File: src/rtl/pp_frame_check.sv
// Frame checker: collects FRAME_LEN bytes, then presents their sum, XOR and
// maximum until the consumer takes them. While a result waits, upstream is backpressured.
module pp_frame_check #(
  parameter int unsigned FRAME_LEN = 64
) (
  input  logic        clk,
  input  logic        rst_n,
  input  logic        in_valid,
  input  logic [7:0]  in_data,
  output logic        busy,
  output logic        res_valid,
  input  logic        res_ready,
  output logic [15:0] res_sum,
  output logic [7:0]  res_xor,
  output logic [7:0]  res_max,
  output logic [7:0]  frame_cnt,
  input  logic        err_clr,
  output logic        err_overrun
);

  typedef enum logic [1:0] {IDLE, COLLECT, HOLD} state_t;

  localparam logic [7:0] LEN8 = 8'(FRAME_LEN);

  function automatic logic [7:0] byte_max(input logic [7:0] a, input logic [7:0] b);
    return (a > b) ? a : b;
  endfunction

  state_t      state_q, state_d;
  logic [7:0]  cnt_q, cnt_d;
  logic [15:0] sum_q, sum_d;
  logic [7:0]  xor_q, xor_d;
  logic [7:0]  max_q, max_d;
  logic [15:0] res_sum_q, res_sum_d;
  logic [7:0]  res_xor_q, res_xor_d;
  logic [7:0]  res_max_q, res_max_d;
  logic [7:0]  frame_cnt_q, frame_cnt_d;
  logic        res_valid_q, res_valid_d;
  logic        busy_q, busy_d;
  logic        err_q, err_d;

  logic [15:0] sum_nx;
  logic [7:0]  xor_nx, max_nx, cnt_nx;

  assign sum_nx = sum_q + {8'd0, in_data};
  assign xor_nx = xor_q ^ in_data;
  assign max_nx = byte_max(in_data, max_q);
  assign cnt_nx = cnt_q + 8'd1;

  always_comb begin
    state_d     = state_q;
    cnt_d       = cnt_q;
    sum_d       = sum_q;
    xor_d       = xor_q;
    max_d       = max_q;
    res_sum_d   = res_sum_q;
    res_xor_d   = res_xor_q;
    res_max_d   = res_max_q;
    frame_cnt_d = frame_cnt_q;
    err_d       = err_q;

    case (state_q)
      IDLE: begin
        if (in_valid) begin
          sum_d   = {8'd0, in_data};
          xor_d   = in_data;
          max_d   = in_data;
          cnt_d   = 8'd1;
          state_d = COLLECT;
        end
      end
      COLLECT: begin
        if (in_valid) begin
          sum_d = sum_nx;
          xor_d = xor_nx;
          max_d = max_nx;
          cnt_d = cnt_nx;
          if (cnt_nx == LEN8) begin
            res_sum_d   = sum_nx;
            res_xor_d   = xor_nx;
            res_max_d   = max_nx;
            frame_cnt_d = frame_cnt_q + 8'd1;
            cnt_d       = 8'd0;
            state_d     = HOLD;
          end
        end
      end
      HOLD: begin
        // A byte arriving on the handshake cycle opens the next frame.
        if (res_ready) begin
          if (in_valid) begin
            sum_d   = {8'd0, in_data};
            xor_d   = in_data;
            max_d   = in_data;
            cnt_d   = 8'd1;
            state_d = COLLECT;
          end else begin
            state_d = IDLE;
          end
        end
      end
      default: state_d = IDLE;
    endcase

    if (state_q == HOLD && in_valid && !res_ready) begin
      err_d = 1'b1;
    end else if (err_clr) begin
      err_d = 1'b0;
    end

    busy_d      = (state_d == HOLD);
    res_valid_d = (state_d == HOLD);
  end

  always_ff @(posedge clk or negedge rst_n) begin
    if (!rst_n) begin
      state_q     <= IDLE;
      cnt_q       <= '0;
      sum_q       <= '0;
      xor_q       <= '0;
      max_q       <= '0;
      res_sum_q   <= '0;
      res_xor_q   <= '0;
      res_max_q   <= '0;
      frame_cnt_q <= '0;
      res_valid_q <= 1'b0;
      busy_q      <= 1'b0;
      err_q       <= 1'b0;
    end else begin
      state_q     <= state_d;
      cnt_q       <= cnt_d;
      sum_q       <= sum_d;
      xor_q       <= xor_d;
      max_q       <= max_d;
      res_sum_q   <= res_sum_d;
      res_xor_q   <= res_xor_d;
      res_max_q   <= res_max_d;
      frame_cnt_q <= frame_cnt_d;
      res_valid_q <= res_valid_d;
      busy_q      <= busy_d;
      err_q       <= err_d;
    end
  end

  assign busy        = busy_q;
  assign res_valid   = res_valid_q;
  assign res_sum     = res_sum_q;
  assign res_xor     = res_xor_q;
  assign res_max     = res_max_q;
  assign frame_cnt   = frame_cnt_q;
  assign err_overrun = err_q;

endmodule

File: config.mk
export PLATFORM = sky130hd
export DESIGN_NAME = pp_frame_check
export DESIGN_NICKNAME = d
export VERILOG_FILES = /design/src/rtl/pp_frame_check.sv
export SDC_FILE = /design/constraint.sdc
export NUM_CORES = 1
export LEC_CHECK = 0
export CAP_MARGIN = 20
export CORE_MARGIN = 3
export CORE_UTILIZATION = 50
export DETAILED_ROUTE_END_ITERATION = 16
export GPL_TIMING_DRIVEN = 0
export PLACE_DENSITY = 0.83
export SLEW_MARGIN = 30
export SYNTH_ARGS = -nofsm -noshare
export SYNTH_HDL_FRONTEND = slang
export SYNTH_SLANG_ARGS = --single-unit
File: constraint.sdc
create_clock -name clk -period 2.6 [get_ports clk]
set_input_delay 0.39 -clock clk [delete_from_list [all_inputs] [get_ports clk]]
set_output_delay 0.39 -clock clk [all_outputs]
set_load 0.005 [all_outputs]
==> flow_metrics.py <==
metrics = {
    "final_layout": {
        "fin_nets": 580,
        "final_layout_size_suffix_gt1_frac": 0.0976,
        "fin_cells": 661,
        "area_growth_pct": 21.8,
        "antennaDiodeCount": 0,
    },
    "power": {
        "intPower_uw": 2770,
        "peakVddDrop_mv": 0.360,
        "p_leak_uw": 0.00245,
        "switching_share": 0.363,
        "comb_power_share": 0.345,
        "p_per_area_nw_per_um2": 785,
        "pwr-share-clk": 0.265,
        "p_seq_frac": 0.390,
        "p_switching_uw": 1580,
    },
    "clock_network": {
        "clk_pin_slew_worst_paths_ns": 0.10,
        "cts_num_sinks": 84,
        "clk_latency_ns": 0.36,
        "cts_root_buffer": "clkbuf_8",
        "ctsHtreeMaxLevel": 3,
        "cts_tree": "done",
        "cts_inserted_buffers": 9,
        "clock_path_buffers": 2,
    },
    "timing": {
        "setup_viol": 0,
        "worstMarginPinSlew_ns": 0.509,
        "maxSlewViolCount": 0,
        "finalSetupTns_ns": 0,
        "period_needed_ns": 2.56,
        "hold_viol": 0,
        "clock.fmax_mhz": 391,
        "clock_skew_ns": 0.0194,
        "relSlewSlack": 0.657,
        "finalCritPeriodShare": 0.985,
    },
    "min_path": {
        "hold_class": "in2async",
    },
    "placed_design": {
        "dp.final_hpwl_mm": 8.41,
        "gp_congestion": 0.929,
        "io_buffers": 55,
        "dp_cells": 641,
    },
    "global_route": {
        "grt_usage": 0.233,
        "grt_max_degree": 46,
        "grt_pass1_vias": 3824,
        "grt_pass1_wl_mm": 19.0,
        "grt_overflow_total": 0,
        "antenna_found_initial": 0,
    },
    "die": {
        "start_util": 0.519,
        "dieArea_um2": 10300,
        "die_width_um": 101,
        "chipHeight_um": 101,
        "core_um2": 8760,
        "ios": 56,
        "num_rows": 34,
    },
    "synthesis": {
        "syn_inst": 477,
        "synth_top_area_cell": "dfrtp_1",
        "yosysWarnings": 0,
        "syn-num-nets": 509,
        "yosys.cell_count.top_type": "dfrtp_1",
        "synthDominantCellAreaShare": 0.462,
        "synth.top_cells.by_area": "dfrtp_1 46%, o21ai_0 7.1%, ha_1 4.9%, xnor2_1 4.0%, nand2_1 3.7%",
        "async_reset_ff_frac": 1.00,
        "seq_area_frac_synth": 0.462,
        "synth_commonest_cells": "84 x dfrtp_1, 65 x o21ai_0, 45 x nand2_1, 24 x a21oi_1, 22 x inv_1",
        "ys.flop_type": "dfrtp_1",
        "synth_edf_count": 0,
        "netlist_area_um2": 4550,
        "ys_seq_elements": 84,
        "synthDistinctLibCells": 60,
        "avgSynthCellArea_um2": 9.54,
    },
    "worst_setup_path": {
        "required_ns": 2.85,
        "worstSetupEndpointType": "register",
        "worst-setup-path-type": "in2reg",
        "critPathLaunchType": "input pin",
        "arrival_ns": 2.81,
        "cp_max_fo": 9,
    },
    "routing": {
        "vias_per_cell": 6.07,
        "wl_mm": 11.5,
        "top_layer": "met4",
        "ant_nets": 0,
        "drtPass1Iterations": 5,
        "wl_per_cell_um": 17.5,
        "wl_met2_mm": 5.41,
        "routed-wl-met3_um": 695,
        "drt_iter0_markers": 323,
        "drc_errors": 0,
        "met1_length_mm": 5.12,
        "vias": 4012,
    },
    "run_status": {
        "status": "complete, no violations",
    },
    "flow_run": {
        "cap_violations": 0,
    },
}
## metrics by stage
step                instance area (um2)  power [uW]  worst slack (ns)  hold slack, ns   util
floorplan                          4550        2740             0.450          0.0944      -
global placement                   5240        3040             -1.82           0.463  0.598
detailed placement                 5270        3140            -0.488           0.321  0.601
CTS                                5520        4280            0.0278           0.487  0.630
global route                       5540        4620           -0.0156           0.504  0.633
finish                             5540        4350            0.0399           0.483  0.633
## layout by cell type (no fill, tap or decap), drive strengths merged, types with 9 or more instances in the layout
cell / n
and3: 11
a21oi: 26
a31oi: 16
nand2: 46
dfrtp: 84
nor2: 20
nand3: 18
ha: 18
o21ai: 68
xnor2: 21
clkbuf: 21
inv: 25
nand4: 9
buf: 19
clkdlybuf4s50: 52
## sequential cells by signal (all words and copies together) (netlist names)
| register | count |
|---|---|
| res_sum | 16 |
| sum_q | 16 |
| cnt_q | 8 |
| frame_cnt | 8 |
| max_q | 8 |
| res_max | 8 |
| res_xor | 8 |
| xor_q | 8 |
| state_q | 2 |
| busy | 1 |
| err_overrun | 1 |
## critical path, cell delays in order
cell and delay (ns):
clkdlybuf4s50_1 0.62, ha_1 0.44, nand4_1 0.17, nand2b_1 0.22, a21oi_2 0.38, o31ai_4 0.12
buf_4 0.18, mux2_2 0.27
## cell families (layout without fill, tap and decap cells)
logic type / Yosys count / count (layout) / synth area share
buf+inv: 48 / 124 / 0.0451
xor+xnor: 25 / 25 / 0.0481
mux: 11 / 11 / 0.0261
fa+ha+maj: 19 / 19 / 0.0539
flops: 84 / 84 / 0.462
compound gates: 153 / 153 / 0.213
simple gates: 137 / 137 / 0.152
## layer usage
metal | vias up | global-route usage
li1 | 1854 | -
met1 | 1977 | 0.324
met2 | 147 | 0.371
met3 | 34 | 0.0310
met4 | 0 | 0.0879
met5 | - | 0
## repair_timing
action	in CTS	in global routing
hold buffers	1	0
endpoints found under the hold margin	39	0
pin swaps	0	1
resized for setup	2	2
setup buffers	0	3
endpoints found under the setup margin	5	7
## path summary, 6_finish.rpt
| kind | from | endpoint | slack [ns] | cells past startpoint |
|---|---|---|---|---|
| setup / recovery | in_data[7] | max_q[6] | 0.04 | 8 |
| hold / removal | rst_n | res_xor[0] | 0.48 | 2 |
| setup reg to reg | sum_q[0] | sum_q[10] | 0.21 | 9 |
| hold reg to reg | frame_cnt[7] | frame_cnt[7] | 0.48 | 1 |
| max in group asynchronous | rst_n | cnt_q[6] | 1.55 | 3 |
| min in group clk | frame_cnt[7] | frame_cnt[7] | 0.48 | 1 |
## final cells by class
cell class | count | area (um2)
Clock inverter | 7 | 121
Timing Repair Buffer | 60 | 611
Clock buffer | 9 | 124
Multi-Input combinational cell | 345 | 2250
Sequential cell | 84 | 2100
Buffer | 26 | 123
Inverter | 22 | 82.6
Fill cell | 709 | 3220
Tap cell | 108 | 135
## power groups by stage
| stage | logic (uW) | clock network (uW) | registers [uW] |
|---|---|---|---|
| floorplan | 1080 | 0 | 1660 |
| global placement | 1340 | 0 | 1700 |
| detailed placement | 1430 | 0 | 1710 |
| CTS | 1440 | 1160 | 1690 |
| global route | 1680 | 1210 | 1720 |
| finish | 1500 | 1150 | 1700 |
Power figures use the tool's default switching activity.
